### src/rtl/tcni_pkg.sv
// Shared types and constants for the TCNI receive DMA.
package tcni_pkg;

   typedef logic [15:0] flit_t;
   typedef logic [31:0] memword_t;

   typedef enum logic [1:0] {IDLE, HDR, PAYLOAD, DONE} rx_state_t;

   localparam logic [3:0] WB_FULL = 4'b1111;
   localparam logic [3:0] WB_LOW  = 4'b0011;

endpackage

### src/rtl/tcni_word_packer.sv
// Packs pairs of 16-bit flits into 32-bit memory words. The word and byte
// enables are registered, so a write appears exactly one cycle after the flit
// that completes it. A trailing odd flit becomes a low-half-only write.
module tcni_word_packer
   import tcni_pkg::*;
(
   input  logic        clock_in,
   input  logic        reset_in,
   input  logic        clear_in,
   input  logic        accept_in,
   input  logic        last_in,
   input  logic [15:0] flit_in,
   output logic [31:0] word_out,
   output logic [3:0]  wb_out,
   output logic        wr_out
);

   flit_t    low_q;
   logic     odd_q;
   memword_t word_q;
   logic [3:0] wb_q;

   // Half-word buffer and one-cycle write strobe; wb_q returns to 0 unless a word completes.
   always_ff @(posedge clock_in or negedge reset_in) begin
      if (!reset_in) begin
         low_q  <= '0;
         odd_q  <= 1'b0;
         word_q <= '0;
         wb_q   <= '0;
      end else begin
         wb_q <= '0;
         if (clear_in) begin
            odd_q <= 1'b0;
         end else if (accept_in) begin
            if (odd_q) begin
               word_q <= {flit_in, low_q};
               wb_q   <= WB_FULL;
               odd_q  <= 1'b0;
            end else if (last_in) begin
               word_q <= {16'h0000, flit_in};
               wb_q   <= WB_LOW;
            end else begin
               low_q <= flit_in;
               odd_q <= 1'b1;
            end
         end
      end
   end

   assign word_out = word_q;
   assign wb_out   = wb_q;
   assign wr_out   = |wb_q;

endmodule

### src/rtl/tcni_rx_dma.sv
// Receive-side DMA: takes one header-prefixed packet of flits from the router
// and writes the payload to local memory as packed 32-bit words.
// Optional build macro TCNI_RX_CHECKSUM_EN adds checksum_out (XOR of payload flits).
module tcni_rx_dma
   import tcni_pkg::*;
#(
   parameter int MAX_FLITS = 1024,
   parameter int FLIT_W    = 16
) (
   input  logic              clock_in,
   input  logic              reset_in,
   input  logic              start_in,
   input  logic [31:0]       base_addr_in,
   input  logic [FLIT_W-1:0] flit_in,
   input  logic              valid_in,
   output logic              ready_out,
   output logic [31:0]       mem_addr_out,
   output logic [31:0]       mem_data_out,
   output logic [3:0]        mem_wb_out,
   output logic              busy_out,
   output logic              done_out,
   output logic              err_out,
   output logic [15:0]       len_out
`ifdef TCNI_RX_CHECKSUM_EN
   ,
   output logic [15:0]       checksum_out
`endif
);

   localparam logic [15:0] MAX_L = 16'(MAX_FLITS);

   rx_state_t state_q, state_d;
   logic [31:0] addr_q;
   logic [15:0] cnt_q;
   logic        discard_q;
   logic        accept;
   logic        pay_last;
   logic        start_ok;
   logic        wr;

   assign accept   = valid_in & ready_out;
   assign pay_last = (cnt_q == len_out - 16'd1);
   assign start_ok = (state_q == IDLE) & start_in;

   // State register.
   always_ff @(posedge clock_in or negedge reset_in) begin
      if (!reset_in) state_q <= IDLE;
      else           state_q <= state_d;
   end

   // Next-state and flow control; start_in only counts in IDLE.
   always_comb begin
      state_d   = state_q;
      ready_out = 1'b0;
      case (state_q)
         IDLE:    if (start_in) state_d = HDR;
         HDR: begin
            ready_out = 1'b1;
            if (valid_in) state_d = (flit_in == '0) ? DONE : PAYLOAD;
         end
         PAYLOAD: begin
            ready_out = 1'b1;
            if (valid_in && pay_last) state_d = DONE;
         end
         DONE:    state_d = IDLE;
         default: state_d = IDLE;
      endcase
   end

   assign busy_out = (state_q != IDLE);
   assign done_out = (state_q == DONE);

   // Packet bookkeeping: base address, header length, payload index, error/discard.
   always_ff @(posedge clock_in or negedge reset_in) begin
      if (!reset_in) begin
         addr_q    <= '0;
         len_out   <= '0;
         cnt_q     <= '0;
         discard_q <= 1'b0;
         err_out   <= 1'b0;
      end else begin
         if (start_ok) begin
            addr_q  <= base_addr_in;
            err_out <= 1'b0;
         end else if (wr) begin
            addr_q  <= addr_q + 32'd4;
         end
         if (state_q == HDR && accept) begin
            len_out   <= flit_in;
            cnt_q     <= '0;
            discard_q <= (flit_in > MAX_L);
            err_out   <= (flit_in > MAX_L);
         end else if (state_q == PAYLOAD && accept) begin
            cnt_q <= cnt_q + 16'd1;
         end
      end
   end

   tcni_word_packer u_packer (
      .clock_in  (clock_in),
      .reset_in  (reset_in),
      .clear_in  (start_ok),
      .accept_in ((state_q == PAYLOAD) & accept & ~discard_q),
      .last_in   (pay_last),
      .flit_in   (flit_in),
      .word_out  (mem_data_out),
      .wb_out    (mem_wb_out),
      .wr_out    (wr)
   );

   assign mem_addr_out = addr_q;

`ifdef TCNI_RX_CHECKSUM_EN
   // Running XOR of every payload flit, discarded packets included.
   always_ff @(posedge clock_in or negedge reset_in) begin
      if (!reset_in)                         checksum_out <= '0;
      else if (start_ok)                     checksum_out <= '0;
      else if (state_q == PAYLOAD && accept) checksum_out <= checksum_out ^ flit_in;
   end
`endif

endmodule
### config.mk
export PLATFORM = sky130hd
export DESIGN_NAME = tcni_rx_dma
export DESIGN_NICKNAME = d
export VERILOG_FILES = /design/src/rtl/tcni_pkg.sv /design/src/rtl/tcni_word_packer.sv /design/src/rtl/tcni_rx_dma.sv
export SDC_FILE = /design/constraint.sdc
export NUM_CORES = 1
export LEC_CHECK = 0
export BUFFER_PORTS_ARGS = -buffer_cell sky130_fd_sc_hd__buf_2
export CAP_MARGIN = 20
export CORE_MARGIN = 8
export CORE_UTILIZATION = 49
export CTS_CLUSTER_DIAMETER = 150
export CTS_CLUSTER_SIZE = 40
export DETAILED_ROUTE_END_ITERATION = 10
export PLACE_DENSITY_LB_ADDON = 0.25
export SYNTH_ARGS = -nofsm -noshare
export SYNTH_HDL_FRONTEND = slang
export SYNTH_HIERARCHICAL = 1
export SYNTH_SLANG_ARGS = --single-unit
### constraint.sdc
create_clock -name clock_in -period 2.9 [get_ports clock_in]
set_input_delay 0.435 -clock clock_in [delete_from_list [all_inputs] [get_ports clock_in]]
set_output_delay 0.435 -clock clock_in [all_outputs]
set_load 0.02 [all_outputs]
* After elaboration in Yosys (flattened, before gate mapping)
Cells that the tools add are included.
** Operators by class
- Reduce and logical (&&, ||, !) cells :: 16
- Eq/ne operators :: 7
- $add $sub $neg :: 3
- Bitwise logic cells :: 8
- Muxes and demuxes :: 22
- Order comparisons :: 1
** Operators by type and width (count)
- 32-bit two-way mux :: 4
- 32-bit by 3-bit adder with 32-bit output, second input constant :: 1
- 16-bit two-way mux :: 2
- 16-bit by 1-bit adder with 16-bit output, second input constant :: 1
- 16-bit == test :: 1
- 16-bit by 11-bit > comparator with 1-bit output, second input constant :: 1
- 16-bit zero test :: 1
- 16-bit by 1-bit subtractor with 16-bit output, second input constant :: 1
- 4-bit two-way mux :: 3
- 2-bit nonzero test :: 6
- 1-bit two-way mux :: 8
- 2-bit two-way mux :: 4
- 2-bit case mux with 4 select lines :: 1
- 2-bit != test, second input constant :: 3
- 3-bit AND reduction :: 2
- 1-bit AND :: 4
- 2-bit == test, second input constant :: 2
- 1-bit NOT :: 4
- 4-bit AND reduction :: 1
- 4-bit OR reduction :: 1
- 1-bit logical AND :: 3
- 2-bit by 1-bit == test with 1-bit output, second input constant :: 1
- 2-bit zero test :: 1
- 2-bit OR reduction :: 1
** Storage, ports and cells
- Output and inout bits :: 88
- Bits of input ports :: 52
- Logic and storage cells :: 67
- Register bits :: 121

* Logic depth before layout (Yosys ltp)
Gate-level depths: netlist (run 1).
- Depth in word-level cells :: 8
- Gate-level depth with buffers :: 12
- Gate-level depth less buffers :: 11

* By module
Netlist (run 1), hierarchy kept.
** By module, submodules not included
- tcni_rx_dma :: area an instance 4142.7 um^2, sequential area each 1701.6 um^2, instances 1, cells each 481
- tcni_word_packer :: area an instance 2163.3 um^2, sequential area each 1276.2 um^2, instances 1, cells each 135

* Worst setup path after synthesis (run 1)
No wires, ideal clock.
- Kind :: register to register
- From :: register len_out[0]
- To :: register u_packer.word_q[10] (netlist: u_packer/word_out[10])
- Slack :: -0.468 ns
- Required time :: 2.775 ns
- Arrival :: 3.243 ns
- Path buffers :: 2
- Period minus slack after synthesis :: 3.368 ns
- Stages on the path, launching flop included :: 12
- Setup time :: 0.125 ns
- Path through :: dfrtp_1 -> buf_2 -> inv_1 -> ha_1 -> nor4b_4 -> nand2_1 -> or3_1 -> a31oi_1 -> nor4bb_1 -> o21bai_4 -> buf_2 -> mux2_2
** Between the ends
- Cells in the longest elaborated chain, start to end :: 4
** RTL lines
- from (decl) :: RTL line tcni_rx_dma.sv:23 : output logic [15:0] len_out
- from (signal assigned) :: RTL line tcni_rx_dma.sv:89 : len_out <= flit_in;
- 16-bit by 1-bit subtractor with 16-bit output :: RTL line tcni_rx_dma.sv:42 : assign pay_last = (cnt_q == len_out - 16'd1);
- 16-bit == test :: RTL line tcni_rx_dma.sv:42
- named net pay_last :: RTL line tcni_rx_dma.sv:37 : logic pay_last;
- 2-bit nonzero test (no source line)
- 3-bit AND reduction (no source line)
- to (signal assigned) :: RTL line tcni_word_packer.sv:36 : word_q <= {flit_in, low_q};
- to (signal assigned) :: RTL line tcni_word_packer.sv:40 : word_q <= {16'h0000, flit_in};
- to (decl) :: RTL line tcni_word_packer.sv:20 : memword_t word_q;
The timed path passes the listed nets, and every way through them passes these cells.
A chain may end at the register's enable or synchronous reset.

* Final worst setup path (run 1)
- From :: register len_out[1]
- To :: register u_packer.low_q[0]
** Between the ends
- Cells in the longest elaborated chain, start to end :: 4
** RTL lines
- 16-bit by 1-bit subtractor with 16-bit output :: RTL line tcni_rx_dma.sv:42
- 16-bit == test :: RTL line tcni_rx_dma.sv:42
- named net pay_last :: RTL line tcni_rx_dma.sv:37
- 1-bit NOT (no source line)
- 4-bit AND reduction (no source line)
- to (signal assigned) :: RTL line tcni_word_packer.sv:43 : low_q <= flit_in;
- to (decl) :: RTL line tcni_word_packer.sv:18 : flit_t low_q;
The timed path passes the listed nets, and every way through them passes these cells.

==> flow_metrics.tcl, run 1 <==
set metrics [dict create \
    grt_pass1_vias 5460 \
    worst_pin_slew_ns 0.650 \
    antenna_found_initial 0 \
    synthCells 616 \
    synth.avg_cell_area_sq_um 10.2 \
    final_max_slew_viol_count 0 \
    area_delta_synth_final_pct 30.7 \
    fin_crit_sh_pct 102 \
    fin_skew_ns 0.00658 \
    synth_warnings 6 \
    final_common_cell "buf_2" \
    cp.arrival_ns 3.24 \
    final_cell_mix "buf_2, dfrtp_1, nand2_1" \
    via_per_inst 5.51 \
    cp_max_fo 8 \
    clk_pin_slew_worst_paths_ns 0.06 \
    cts_sinks 119 \
    cts_tree "yes" \
    drive_gt1_share_pct 36.3 \
    die_w_microns 129 \
    worst_slew_margin_rel_pct 56.7 \
    synthesis.nets 676 \
    grt_max_degree 73 \
    met3_usage_pct 4.19 \
    drt-total-wl_mm 17.9 \
    irDropWorstVdd_mv 0.596 \
    ant_nets 0 \
    grtUsageMet2_pct 35.2 \
    setup_violations 15 \
    antenna_cells 0 \
    synth-edff-count 0 \
    worst_slack_ns -0.0505 \
    synth.distinct_cells 61 \
    postSynth.asyncResetShare_pct 100 \
    drc 0 \
    grt_pass1_wl_mm 27.8 \
    startpoint_type "flip-flop" \
    p_per_area_mw_per_mm2 1110 \
    ys_seq_area_share_pct 47.2 \
    clk_latency_ns 0.41 \
    met1_usage_pct 26.2 \
    whs_ns 0.0385 \
    num-nets-final 852 \
    netlist_area_sq_mm 0.00631 \
    top_usage_layer "met2" \
    end_kind "flip-flop" \
    cts_buffers 17 \
    crit_required_ns 3.19 \
    core_sq_mm 0.0126 \
    ys_ff_latch 119 \
    die_h_microns 129 \
    outcome "finished with violations" \
    placement.io_buffers 139 \
    place_congestion 0.855 \
    maxCapViolations 0 \
    first_pass_iters 8 \
    power_mw 9.17 \
    grt.total_usage_pct 21.0 \
    hold_violations 0 \
    drtIter0Drc 504 \
    p_leak_nw 3.94 \
    rsz0062_at_grt "true" \
    num_io_pins 140 \
    min_period_ns 2.95 \
    cts_root_buffer "clkbuf_16" \
    post-route-util_pct 65.3 \
    cts.path.max_buffers 2 \
    rows 41 \
    synthFlopType "dfrtp_1" \
    regToRegStartpoint "len_out[1]$_DFFE_PN0P_" \
    post_drt_wl_per_cell_microns 18.3 \
    ctsHtreeMaxLevel 4 \
    synth_area_leaders "dfrtp_1, mux2_2, nand2_1, xor2_1, xnor2_1" \
    hold_class "in -> async" \
    synth_top_cell_by_area "dfrtp_1" \
    crit_type "reg -> reg" \
    worstRegToRegCells 11 \
    start_util_pct 50.0 \
    hpwl_mm 12.7 \
    fmax_mhz 339 \
    die_area_sq_mm 0.0168 \
    via_count 5385 \
    cts_hold_buffers 0 \
    synth.top_cell.area_share_pct 47.2 \
    violations "setup timing" \
    r2r-end "u_packer/low_q[0]$_DFFE_PN0P_" \
    r2r_slack_ns -0.05 \
    grt-ovfl-total 0 \
]
Yosys cell counts, types with 3 or more instances:
master,instances
dfrtp_1,119
nor2b_1,5
mux2_4,8
nand2_1,103
buf_6,4
nor2_1,34
buf_2,5
inv_1,15
nor3_1,10
ha_1,8
mux2_2,40
or3_1,8
and3_1,12
clkbuf_1,15
or2_2,3
nor4_1,5
nand3_1,24
buf_4,3
xnor2_1,27
xor2_1,29
a22o_1,16
nand4_1,14
o21ai_0,40
and4_1,3
mux2i_1,6
nand2b_1,3
a31oi_1,5
a21oi_1,10
cells by family after synthesis:
group	share of synthesized area, %
AOI/OAI and AO/OA	9.78
xor gates and xnor gates	7.78
adders and majority gates	1.59
buffers and inverters	3.63
DFF	47.2
muxes	10.0
and+or+nand+nor	20.0
flip-flops by register name, summed over array words and instances, names as in the netlist:
signal / count
u_packer/word_out: 32
u_packer/low_q: 16
state_q: 2
cnt_q: 16
discard_q: 1
len_out: 16
u_packer/odd_q: 1
err_out: 1
u_packer/wb_out: 2
mem_addr_out: 32
cell type report:
cell class / instances / area [sq um]
fill: 1018 / 4380
multi-input combinational: 453 / 3200
sequential: 119 / 2980
timing repair buffer: 185 / 1150
clock buffer: 19 / 443
tap: 172 / 215
clock inverter: 13 / 194
inverter: 16 / 62.6
worst max-delay path by stage:
| stage | startpoint | to | slack (ns) | cells past startpoint |
|---|---|---|---|---|
| after floorplan | len_out[0]$_DFFE_PN0P_ | u_packer/low_q[10]$_DFFE_PN0P_ | -0.006 | 11 |
| after global placement | len_out[1]$_DFFE_PN0P_ | u_packer/low_q[3]$_DFFE_PN0P_ | -0.14 | 9 |
| after detailed placement | len_out[1]$_DFFE_PN0P_ | u_packer/low_q[14]$_DFFE_PN0P_ | -0.21 | 9 |
| after CTS | len_out[1]$_DFFE_PN0P_ | u_packer/word_out[15]$_DFFE_PN0P_ | 0.02 | 10 |
| after global routing | len_out[1]$_DFFE_PN0P_ | u_packer/low_q[0]$_DFFE_PN0P_ | -0.14 | 11 |
| final | len_out[1]$_DFFE_PN0P_ | u_packer/low_q[0]$_DFFE_PN0P_ | -0.05 | 11 |
timing repair:
item | CTS | global route
gates resized for setup | 0 | 14
gates cloned | 0 | 3
endpoints found under the setup margin | 32 | 49
setup buffers | 1 | 3
pin swaps | 2 | 4
power by group:
| group | switching (mW) | total, mW | internal [mW] |
|---|---|---|---|
| clock network | 0.793 | 2.26 | 1.47 |
| logic | 2.29 | 4.00 | 1.71 |
| registers | 0.610 | 2.91 | 2.30 |
metal layers:
metal | vias up | wire, microns
li1 | 2518 | -
met4 | 0 | 352
met5 | - | 0
met1 | 2667 | 7580
met2 | 169 | 8980
met3 | 31 | 1020
per-stage QoR:
stage / area, sq um / worst slack [ns] / cells / TNS, ns
4_1_cts: 8080 / 0.0198 / 971 / 0
3_5_place_dp: 7420 / -0.210 / 938 / -3.21
6_report: 8240 / -0.0505 / 977 / -0.383
2_1_floorplan: 6350 / -0.00576 / 616 / -0.0576
3_3_place_gp: 7420 / -0.137 / 938 / -2.17
5_1_grt: 8240 / -0.139 / 977 / -4.33
worst max-delay path: stages, from the launching register on:
cell and delay (ns):
dfrtp_2 0.40, inv_2 0.08, ha_4 0.16, or4b_4 0.53
o311ai_4 0.26, a21oi_2 0.09, nor3_2 0.27, nor4bb_4 0.08
buf_4 0.18, nor3_4 0.23, clkbuf_16 0.22, mux2_2 0.34
Note: power is estimated with default switching activity, not from simulation.
==> inputs of run 2 (changes only) <==
Settings changed: CTS_CLUSTER_SIZE 40 to unset, PLACE_DENSITY_LB_ADDON 0.25 to 0.05.
==> flow_metrics.tcl, run 2 (synthesized netlist as in run 1, its figures left out) <==
set metrics [dict create \
    outcome "finished with violations" \
    violations "setup timing" \
    via_per_inst 5.38 \
    drive_gt1_share_pct 37.6 \
    r2r-end "u_packer/low_q[8]$_DFFE_PN0P_" \
    cts_root_buffer "clkbuf_16" \
    maxCapViolations 0 \
    crit_path_max_incr_delay_ns 0.57 \
    p_per_area_mw_per_mm2 1110 \
    final_max_slew_viol_count 0 \
    p_leak_nw 3.98 \
    drtIter0Drc 241 \
    crit_type "reg -> reg" \
    final_common_cell "buf_2" \
    worst_pin_slew_ns 0.656 \
    crit_chain "buf_6 > or4b_4 > o311ai_4 > a21oi_2 > nor3_4 > nor4bb_4 > buf_4 > nor3_4 > clkbuf_16 > mux2_4" \
    regToRegStartpoint "len_out[4]$_DFFE_PN0P_" \
    cpMaxStageDelayCell "or4b_4" \
    place_congestion 0.903 \
    setup_violations 14 \
    drt-total-wl_mm 17.9 \
    rows 41 \
    dpl_cell_area_sq_mm 0.00745 \
    irDropWorstVdd_mv 0.611 \
    final_cell_mix "buf_2, dfrtp_1, nand2_1" \
    cp.buffers_inverters 3 \
    path_delay_family "simple AND/OR/NAND/NOR gates" \
    ctsHtreeMaxLevel 4 \
    cts_sinks 119 \
    worst_slew_margin_rel_pct 56.3 \
    fin_skew_ns 0.00693 \
    fin_crit_sh_pct 102 \
    start_util_pct 50.0 \
    hold_violations 0 \
    cts_buffers 17 \
    post-route-util_pct 65.8 \
    num_io_pins 140 \
    core_sq_mm 0.0126 \
    antenna_found_initial 0 \
    cp_max_fo 8 \
    cp_common_cell "nor3_4" \
    clk_pin_slew_worst_paths_ns 0.06 \
    end_kind "flip-flop" \
    cts.path.max_buffers 2 \
    fmax_mhz 339 \
    worst_slack_ns -0.0471 \
    critPathLaunch "len_out[4]$_DFFE_PN0P_" \
    hold_class "in -> async" \
    via_count 5304 \
    cp.arrival_ns 3.25 \
    area_delta_synth_final_pct 31.7 \
    placement.io_buffers 139 \
    num-nets-final 860 \
    first_pass_iters 4 \
    whs_ns 0.0157 \
    final_cell_area_sq_mm 0.00831 \
    grt_pass1_vias 5464 \
    die_h_microns 129 \
    cts_tree "yes" \
    worstRegToRegCells 10 \
    clk_latency_ns 0.42 \
    grt_pass1_wl_mm 28.6 \
    drc 0 \
    die_area_sq_mm 0.0168 \
    ant_nets 0 \
    min_period_ns 2.95 \
    antenna_cells 0 \
    crit_required_ns 3.20 \
    grt_max_degree 64 \
    fillers 1087 \
    grt-ovfl-total 0 \
    die_w_microns 129 \
    grt.total_usage_pct 21.9 \
    r2r_slack_ns -0.05 \
    post_drt_wl_per_cell_microns 18.2 \
    hpwl_mm 12.9 \
    rsz0062_at_grt "true" \
    startpoint_type "flip-flop" \
]
run 2: routing by layer:
layer / vias up / track usage (%) / routed length, microns
met5: - / 0 / 0
met4: 0 / 9.08 / 375
met3: 26 / 5.63 / 1030
met2: 132 / 34.3 / 8690
met1: 2621 / 28.2 / 7800
li1: 2525 / - / -
run 2: worst reg2reg max path, cell delays in order (launching register included):
cell	delay [ns]
dfrtp_2	0.46
buf_6	0.14
or4b_4	0.57
o311ai_4	0.30
a21oi_2	0.10
nor3_4	0.25
nor4bb_4	0.09
buf_4	0.15
nor3_4	0.23
clkbuf_16	0.24
mux2_4	0.31
run 2: report_power, final:
group	internal, mW	switching, mW	total (mW)
clock network	1.36	0.803	2.16
registers	2.30	0.571	2.87
logic	1.84	2.36	4.20
run 2: layout make-up:
class                           count  area (sq um)  share of cell area, %
Sequential cell                   119          2980                   35.9
Tap cell                          172           215                   2.59
Clock inverter                     14           174                   2.09
Multi-Input combinational cell    453          3280                   39.4
Timing Repair Buffer              193          1170                   14.1
Clock buffer                       18           429                   5.17
Inverter                           16          62.6                  0.753
run 2: repair_timing:
item,CTS,global route
setup endpoints to repair,48,48
hold buffers,0,0
gates cloned,0,1
resized for setup,10,24
pin swaps,3,8
setup buffers,2,6
run 2: how the worst max path moves through the flow:
stage,endpoint,slack (ns),depth (start not counted)
after floorplan,u_packer/low_q[10]$_DFFE_PN0P_,-0.006,11
after global placement,u_packer/word_out[2]$_DFFE_PN0P_,-0.15,10
after CTS,u_packer/low_q[11]$_DFFE_PN0P_,-0.008,11
final,u_packer/low_q[8]$_DFFE_PN0P_,-0.05,10
after global routing,u_packer/low_q[1]$_DFFE_PN0P_,-0.14,11
after detailed placement,u_packer/low_q[3]$_DFFE_PN0P_,-0.23,9
run 2: metrics by stage:
| step | setup WS [ns] | setup TNS, ns | cells | total power [mW] |
|---|---|---|---|---|
| 2_1_floorplan | -0.00576 | -0.0576 | 616 | 5.31 |
| 3_3_place_gp | -0.148 | -6.22 | 944 | 6.71 |
| 3_5_place_dp | -0.232 | -7.12 | 944 | 6.80 |
| 4_1_cts | -0.00766 | -0.0194 | 978 | 9.09 |
| 5_1_grt | -0.144 | -3.88 | 985 | 9.81 |
| 6_report | -0.0471 | -0.359 | 985 | 9.23 |
